File: config.mk
export PLATFORM = sky130hd
export DESIGN_NAME = msx_joyport_arbiter_flat
export DESIGN_NICKNAME = d
export VERILOG_FILES = /design/src/rtl/msx_joyport_pkg.sv /design/src/rtl/msx_joyport_if.sv /design/src/rtl/msx_joyport_timer.sv /design/src/rtl/msx_joyport_arbiter.sv /design/src/flat_wrapper.sv
export SDC_FILE = /design/constraint.sdc
export NUM_CORES = 1
export LEC_CHECK = 0
export BUFFER_PORTS_ARGS = -buffer_cell sky130_fd_sc_hd__buf_2
export CAP_MARGIN = 0
export CORE_MARGIN = 2
export CORE_UTILIZATION = 50
export DETAILED_ROUTE_END_ITERATION = 16
export PLACE_DENSITY = 0.71
export SKIP_CTS_REPAIR_TIMING = 1
export SLEW_MARGIN = 25
export SYNTH_ARGS = -nofsm -noshare
export SYNTH_HDL_FRONTEND = slang
export SYNTH_SLANG_ARGS = --single-unit
File: constraint.sdc
create_clock -name clk_sys -period 5.15 [get_ports clk_sys]
set_clock_uncertainty 0.1 [all_clocks]
set_input_delay 0.515 -clock clk_sys [delete_from_list [all_inputs] [get_ports clk_sys]]
set_output_delay 0.515 -clock clk_sys [all_outputs]
set_load 0.01 [all_outputs]
File: src/rtl/msx_joyport_pkg.sv
// Shared types and constants for the MSX joystick port A arbiter.
// Covers source state, force-mode codes and idle pin levels.
package msx_joyport_pkg;

  typedef enum logic [1:0] {
    JOY      = 2'd0,
    TO_MOUSE = 2'd1,
    MOUSE    = 2'd2,
    TO_JOY   = 2'd3
  } state_t;

  localparam logic [1:0] FM_AUTO  = 2'b00;
  localparam logic [1:0] FM_JOY   = 2'b01;
  localparam logic [1:0] FM_MOUSE = 2'b10;

  localparam logic [5:0] PJOY_IDLE = 6'h3F;

  // MiSTer active-high joystick to MSX active-low pin order
  function automatic logic [5:0] joy_to_pjoy(
    input logic [5:0] j
  );
    return ~{j[5], j[4], j[0], j[1], j[2], j[3]};
  endfunction

endpackage

File: src/rtl/msx_joyport_if.sv
// Joystick port A bus between the input sources and the MSX pins.
// master drives the sources, slave is the arbiter.
interface msx_joyport_if;
  logic [5:0] joy;
  logic [5:0] mouse_data;
  logic       mouse_act;
  logic       port_str;
  logic [5:0] pjoy;
  logic       mouse_str;

  modport master (
    output joy, mouse_data, mouse_act, port_str,
    input  pjoy, mouse_str
  );

  modport slave (
    input  joy, mouse_data, mouse_act, port_str,
    output pjoy, mouse_str
  );
endinterface

File: src/rtl/msx_joyport_timer.sv
// Loadable down-counter that stops at zero.
// Shared by the switch guard and the mouse idle timeout.
module msx_joyport_timer #(
  parameter int CNT_W = 25
) (
  input  logic             clk_sys,
  input  logic             reset_n,
  input  logic             load,
  input  logic [CNT_W-1:0] value,
  output logic             zero
);

  logic [CNT_W-1:0] cnt;

  always_ff @(posedge clk_sys) begin
    if (!reset_n) begin
      cnt <= '0;
    end else if (load) begin
      cnt <= value;
    end else if (cnt != '0) begin
      cnt <= cnt - 1'b1;
    end
  end

  assign zero = (cnt == '0);

endmodule

File: src/rtl/msx_joyport_arbiter.sv
// Shares MSX joystick port A between the MiSTer joystick and the
// PS/2 mouse, with an all-released guard on every source change.
module msx_joyport_arbiter
  import msx_joyport_pkg::*;
#(
  parameter int GUARD_CYCLES = 21477,
  parameter int IDLE_CYCLES  = 21477270,
  parameter int CNT_W        = 25
) (
  input  logic          clk_sys,
  input  logic          reset_n,
  msx_joyport_if.slave  jp,
  input  logic [1:0]    force_mode,
  output logic          mode,
  output logic          switch_evt
);

  localparam logic [CNT_W-1:0] GUARD_LD =
    CNT_W'(GUARD_CYCLES - 1);
  localparam logic [CNT_W-1:0] IDLE_LD =
    CNT_W'(IDLE_CYCLES - 1);

  state_t           state;
  state_t           state_nx;
  logic             str_q;
  logic             str_edge;
  logic             joy_any;
  logic             reload;
  logic             fm_joy;
  logic             fm_mouse;
  logic             fm_auto;
  logic             ld;
  logic [CNT_W-1:0] ld_val;
  logic             cnt_zero;
  logic             evt_nx;
  logic [5:0]       pjoy_nx;
  logic             str_nx;

  assign joy_any  = |jp.joy;
  assign str_edge = jp.port_str ^ str_q;
  assign reload   = jp.mouse_act | str_edge;
  assign fm_joy   = (force_mode == FM_JOY);
  assign fm_mouse = (force_mode == FM_MOUSE);
  assign fm_auto  = !fm_joy && !fm_mouse;

  msx_joyport_timer #(
    .CNT_W (CNT_W)
  ) u_timer (
    .clk_sys (clk_sys),
    .reset_n (reset_n),
    .load    (ld),
    .value   (ld_val),
    .zero    (cnt_zero)
  );

  always_comb begin
    state_nx = state;
    ld       = 1'b0;
    ld_val   = GUARD_LD;
    unique case (state)
      JOY: begin
        if (fm_mouse ||
            (fm_auto && jp.mouse_act && !joy_any)) begin
          state_nx = TO_MOUSE;
          ld       = 1'b1;
        end
      end
      TO_MOUSE: begin
        if (fm_joy || (fm_auto && joy_any)) begin
          state_nx = JOY;
        end else if (cnt_zero) begin
          state_nx = MOUSE;
          ld       = 1'b1;
          ld_val   = IDLE_LD;
        end
      end
      MOUSE: begin
        // forced mouse suppresses both joystick and idle exits
        if (fm_joy ||
            (fm_auto &&
             (joy_any || (cnt_zero && !reload)))) begin
          state_nx = TO_JOY;
          ld       = 1'b1;
        end else if (reload) begin
          ld       = 1'b1;
          ld_val   = IDLE_LD;
        end
      end
      TO_JOY: begin
        if (fm_mouse) begin
          state_nx = MOUSE;
          ld       = 1'b1;
          ld_val   = IDLE_LD;
        end else if (cnt_zero) begin
          state_nx = JOY;
        end
      end
      default: state_nx = JOY;
    endcase
  end

  always_comb begin
    evt_nx  = ((state == TO_MOUSE) && (state_nx == MOUSE)) ||
              ((state == TO_JOY) && (state_nx == JOY));
    pjoy_nx = PJOY_IDLE;
    str_nx  = 1'b0;
    unique case (state_nx)
      JOY:     pjoy_nx = joy_to_pjoy(jp.joy);
      MOUSE: begin
        pjoy_nx = jp.mouse_data;
        str_nx  = jp.port_str;
      end
      default: pjoy_nx = PJOY_IDLE;
    endcase
  end

  always_ff @(posedge clk_sys) begin
    if (!reset_n) begin
      state        <= JOY;
      str_q        <= 1'b0;
      jp.pjoy      <= PJOY_IDLE;
      jp.mouse_str <= 1'b0;
      mode         <= 1'b0;
      switch_evt   <= 1'b0;
    end else begin
      state        <= state_nx;
      str_q        <= jp.port_str;
      jp.pjoy      <= pjoy_nx;
      jp.mouse_str <= str_nx;
      mode         <= (state_nx == TO_MOUSE) ||
                      (state_nx == MOUSE);
      switch_evt   <= evt_nx;
    end
  end

endmodule
File: src/flat_wrapper.sv
// flat-port wrapper written by rule: the top's interface ports become plain ports
module msx_joyport_arbiter_flat import msx_joyport_pkg::*;
#(
  parameter int GUARD_CYCLES = 21477,
  parameter int IDLE_CYCLES  = 21477270,
  parameter int CNT_W        = 25
)
  (clk_sys, reset_n, force_mode, mode, switch_evt, jp_joy, jp_mouse_data, jp_mouse_act, jp_port_str, jp_pjoy, jp_mouse_str);
  msx_joyport_if jp_i ();
  input  logic clk_sys;
  input  logic reset_n;
  input  logic [1:0] force_mode;
  output logic mode;
  output logic switch_evt;
  input wire logic [$bits(jp_i.joy)-1:0] jp_joy;
  input wire logic [$bits(jp_i.mouse_data)-1:0] jp_mouse_data;
  input wire logic [$bits(jp_i.mouse_act)-1:0] jp_mouse_act;
  input wire logic [$bits(jp_i.port_str)-1:0] jp_port_str;
  output wire logic [$bits(jp_i.pjoy)-1:0] jp_pjoy;
  output wire logic [$bits(jp_i.mouse_str)-1:0] jp_mouse_str;
  assign jp_i.joy = jp_joy;
  assign jp_i.mouse_data = jp_mouse_data;
  assign jp_i.mouse_act = jp_mouse_act;
  assign jp_i.port_str = jp_port_str;
  assign jp_pjoy = jp_i.pjoy;
  assign jp_mouse_str = jp_i.mouse_str;
  msx_joyport_arbiter #(.GUARD_CYCLES(GUARD_CYCLES), .IDLE_CYCLES(IDLE_CYCLES), .CNT_W(CNT_W)) u_core (.clk_sys(clk_sys), .reset_n(reset_n), .jp(jp_i), .force_mode(force_mode), .mode(mode), .switch_evt(switch_evt));
endmodule
# Word-level counts from Yosys, hierarchy flattened
# Cells that the tools add are included.
[op_classes]
n_bitwise = 3
reduce_logical = 25
eq_ne = 7
mux = 23
add_sub_neg = 1
[ops]
columns = ["op", "count"]
rows = [
  ["$mux W25", 7],
  ["$pmux W25 S3", 1],
  ["$logic_not A25 Y1", 1],
  ["$reduce_bool A25 Y1", 1],
  ["$sub A25 B1 Y25 const B", 1],
  ["$mux W2", 6],
  ["$pmux W6 S2", 1],
  ["$eq A2 B2 Y1 const B", 4],
  ["$logic_and A1 B1 Y1", 8],
  ["$pmux W2 S4", 1],
  ["$eq A2 B1 Y1 const B", 3],
  ["$logic_or A1 B1 Y1", 6],
  ["$mux W1", 6],
  ["$not A6 Y6", 1],
  ["$reduce_or A6 Y1", 1],
  ["$logic_not A1 Y1", 4],
  ["$logic_not A2 Y1", 2],
  ["$pmux W1 S4", 1],
  ["$reduce_and A2 Y1", 1],
  ["$reduce_bool A2 Y1", 1],
  ["$or A1 B1 Y1", 1],
  ["$xor A1 B1 Y1", 1],
]
[totals]
output_inout_bits = 9
register_bits = 37
in_bits = 18

# Depth between registers and ports, before layout
[depth]
word_depth = 12
depth_mapped = 11
depth_no_buf = 11

# Hierarchy
# A second synthesis with hierarchy kept.
[unflattened]
cells_unflattened = 244
hier_area_um2 = 2079.5
[modules_own_cells]
columns = ["mod", "area_each_um2", "cells_per_inst", "instances", "seq_area_each_um2"]
rows = [
  ["msx_joyport_timer", 1382.6, 164, 1, 500.5],
  ["msx_joyport_arbiter", 696.9, 80, 1, 240.2],
]

# Worst setup path before layout
# No wires, ideal clock.
[synth_timing]
path_kind = "register -> register"
startpoint = "register u_core.u_timer.cnt[2]"
endpoint = "register u_core.jp.pjoy[0]"
required_ps = 4898
t_arrival_ps = 2515
stages_incl_launch_ff = 11
slack_ps = 2383
n_path_buf = 2
cell_sequence = "dfxtp_1 -> nor4_4 -> nand3b_4 -> or4b_1 -> buf_2 -> o31ai_1 -> nand2_1 -> ha_1 -> clkbuf_1 -> a221oi_1 -> nand2_1"
[synth_between]
elab_chain_cells = 9
[synth_rtl]
columns = ["element", "line", "source"]
rows = [
  ["start: declaration", "msx_joyport_timer.sv:13", "logic [CNT_W-1:0] cnt;"],
  ["start signal: assignment", "msx_joyport_timer.sv:19", "cnt <= value;"],
  ["start signal: assignment", "msx_joyport_timer.sv:21", "cnt <= cnt - 1'b1;"],
  ["$logic_not A25 Y1 (*)", "msx_joyport_timer.sv:25", "assign zero = (cnt == '0);"],
  ["$logic_and A1 B1 Y1", "msx_joyport_arbiter.sv:81", "(joy_any || (cnt_zero && !reload)))) begin"],
  ["$logic_or A1 B1 Y1", "msx_joyport_arbiter.sv:81", ""],
  ["$logic_and A1 B1 Y1", "msx_joyport_arbiter.sv:80", "(fm_auto &&"],
  ["$logic_or A1 B1 Y1", "msx_joyport_arbiter.sv:79", "if (fm_joy ||"],
  ["$mux W2", "msx_joyport_arbiter.sv:79", ""],
  ["$pmux W2 S4 (*)", "msx_joyport_arbiter.sv:60", "unique case (state)"],
  ["via u_core.state_nx[1]", "msx_joyport_arbiter.sv:24", "state_t state_nx;"],
  ["$eq A2 B2 Y1 / $logic_not A2 Y1 (equally long branches)", "msx_joyport_arbiter.sv:107", "unique case (state_nx)"],
  ["$pmux W6 S2 (*)", "msx_joyport_arbiter.sv:107", ""],
  ["end signal: assignment", "msx_joyport_arbiter.sv:128", "jp.pjoy <= pjoy_nx;"],
  ["end: declaration", "msx_joyport_if.sv:18", "output pjoy, mouse_str"],
]
# The timed path passes the listed nets; every way through them passes the cells marked *.
# A chain may end at the register's enable or synchronous reset.

# Worst setup path in the final report
[layout_timing]
startpoint = "register u_core.u_timer.cnt[14]"
endpoint = "register u_core.jp.pjoy[1]"
# The elaborated chain is that of the path after synthesis.

==> summary.txt <==
STA
  • Max-slew headroom: 55.6%
  • WHS: 0.357 ns
  • Endpoints failing hold: 0
  • Min Tclk post-route: 3.19 ns
  • RSZ-0062 raised after global routing: false
  • Final Max Slew Viols: 0
  • Worst slew pin tran: 0.660 ns
  • Max Clk Rate: 313 MHz
  • Final setup viols: 0
  • Final period utilization: 62.0%
  • Setup TNS: 0 ns

Finish
  • Antenna Cells: 0
  • Commonest non-fill, non-tap cells in the layout: dfxtp_1, buf_2, nand2_1
  • Most common cell after layout, fill and taps aside: dfxtp_1
  • Core Util, Final: 59.9%
  • Share of cells above drive strength 1: 20.2%
  • Area grow syn2layout: 13.3%
  • Nets: 269

Worst setup path
  • R2r worst-path depth: 8
  • CP endpoint kind: flip-flop
  • Crit start category: flip-flop
  • CP arrival: 3.25 ns
  • Kind of critical path: flip-flop to flip-flop
  • Worst Path Max Fanout: 9
  • Critical path required time: 5.21 ns

Synthesis
  • Most used DFF post-synth: dfxtp_1
  • EDFF count, synth: 0
  • Mapped Cells: 223
  • Distinct cells, synth: 48
  • Syn_nets: 246
  • Post-synthesis sequential area ratio: 37.7%
  • Netlist Area Pre-Place: 1960 um2
  • Ys async rst share: 0%
  • Synth warn: 0
  • #FFs+latches synth: 37
  • Syn_area_per_cell: 8.80 um2

Die
  • Die height: 66.7 um
  • Initial core utilization: 52.8%
  • Core Area: 3720 um2
  • # rows: 22
  • Die span in x: 66.7 um
  • Boundary Pins: 27
  • DIE AREA: 4440 um2

Drt
  • DRT antenna net count: 0
  • # DRC: 0
  • WL/cell: 13.9 um
  • Post-Route WL: 4.09 mm
  • Iter 0 DRT Violations: 84
  • Vias/cell: 5.64
  • Via Count: 1,664
  • Initial DRT Pass Iterations: 4

Placed design
  • GPL Wtd Cong: 0.900
  • DP Wirelength: 2.89 mm
  • PortBufs: 26

Global route
  • Largest net degree at the start of global routing: 17
  • Vias in the first global route: 1,561
  • GRT Util Overall: 21.5%
  • Initial antenna violation count: 0
  • Global-route wire length before repair: 7.12 mm
  • Grt ovf: 0

Clock tree
  • Clock Latency Late Sink: 0.29 ns
  • Sink Count: 37
  • CTS tree: built
  • Worst-path clk slew: 0.07 ns
  • Max Root-Sink Buffers: 2
  • Root buffer cell: clkbuf_8
  • CTS H-Tree Depth: 2
  • CTS Buf Count: 5

Pwr
  • Power Total: 0.940 mW
  • Worst VDD drop: 0.273 mV
  • Power Dens Cells: 423 nW/um2
  • Leak: 0.890 nW

Run status
  • Status: finished clean

Hold path
  • Hold Path Depth: 3
  • Hold crit path type: primary input to flip-flop

Job
  • Max-cap check violation count: 0
-- cell families after synthesis --
logic type | synth area share (%)
buffers and inverters | 5.42
XOR/XNOR | 9.37
multiplexers | 0.510
flip-flops | 37.7
AO/OA/AOI/OAI | 17.1
AND/OR/NAND/NOR | 26.7
adder cells (fa/ha/maj) | 3.19
-- routing by layer --
metal	up-vias	track usage, %	share of wire, %
met1	783	28.0	47
met3	6	5.57	4.1
li1	843	-	-
met4	0	6.89	1.4
met2	32	34.5	48
met5	-	0	0
-- report_power, final --
part / internal (mW) / switching, mW
clock: 0.158 / 0.102
combinational: 0.140 / 0.165
sequential: 0.329 / 0.0456
total: 0.627 / 0.313
-- critical path, stage by stage (launching register included) --
cell and delay (ns):
dfxtp_1 0.35, nor4_1 0.45, nand2_1 0.25, or4b_1 0.71, o31ai_1 0.35, nand2_1 0.13, ha_1 0.30, a221oi_1 0.33
nand2_1 0.08
-- per-stage QoR --
stage	setup WS [ns]	instance area (um2)	std cells
final	1.96	2220	295
after global routing	1.71	2220	295
after CTS	1.97	2220	295
after detailed placement	1.89	2100	287
after global placement	1.95	2100	287
after floorplan	2.38	1960	223
-- worst paths after layout --
kind,startpoint,slack [ns],to
setup reg to reg,u_core.u_timer.cnt[14]$_SDFFE_PN0P_,1.96,u_core.jp.pjoy[1]$_SDFF_PN1_
hold reg to reg,u_core.u_timer.cnt[24]$_SDFFE_PN0P_,0.39,u_core.u_timer.cnt[24]$_SDFFE_PN0P_
hold / removal,jp_mouse_data[4],0.36,u_core.jp.pjoy[4]$_SDFF_PN1_
setup / recovery,u_core.u_timer.cnt[14]$_SDFFE_PN0P_,1.96,u_core.jp.pjoy[1]$_SDFF_PN1_
-- flip-flops by register name, indices dropped and copies added, names as in the netlist --
signal	count
u_core.u_timer.cnt	25
u_core.jp.pjoy	6
u_core.state	2
u_core.jp.mouse_str	1
u_core.mode	1
u_core.str_q	1
u_core.switch_evt	1
-- cell usage after synthesis (2+ instances only) --
cell,count,area (um2)
nor4_1,11,68.8
nor3b_1,2,15.0
a211oi_2,6,75.1
and3_1,4,25.0
o21a_1,4,30.0
or3_1,2,12.5
or4_1,2,15.0
xor2_1,2,17.5
inv_1,13,48.8
or2_2,3,18.8
clkbuf_1,8,30.0
xnor2_1,19,166
ha_1,5,62.6
nand4_1,2,12.5
a221oi_1,6,52.6
nand3_1,3,15.0
a21oi_1,10,50.1
nor3_1,14,70.1
nor2_1,18,67.6
nor2b_1,2,12.5
dfxtp_1,37,741
o31ai_1,3,22.5
nand2_1,21,78.8
buf_6,2,22.5
-- cell type report --
| class | instances | area, um2 |
|---|---|---|
| multi-input cells | 162 | 1120 |
| repair buffers | 27 | 138 |
| clock inverters | 1 | 30.0 |
| flip-flops and latches | 37 | 741 |
| inverters | 13 | 48.8 |
| fillers | 353 | 1490 |
| clock buffers | 7 | 86.3 |
| well taps | 48 | 60.1 |
No activity file was read; power rests on OpenSTA's default activity.
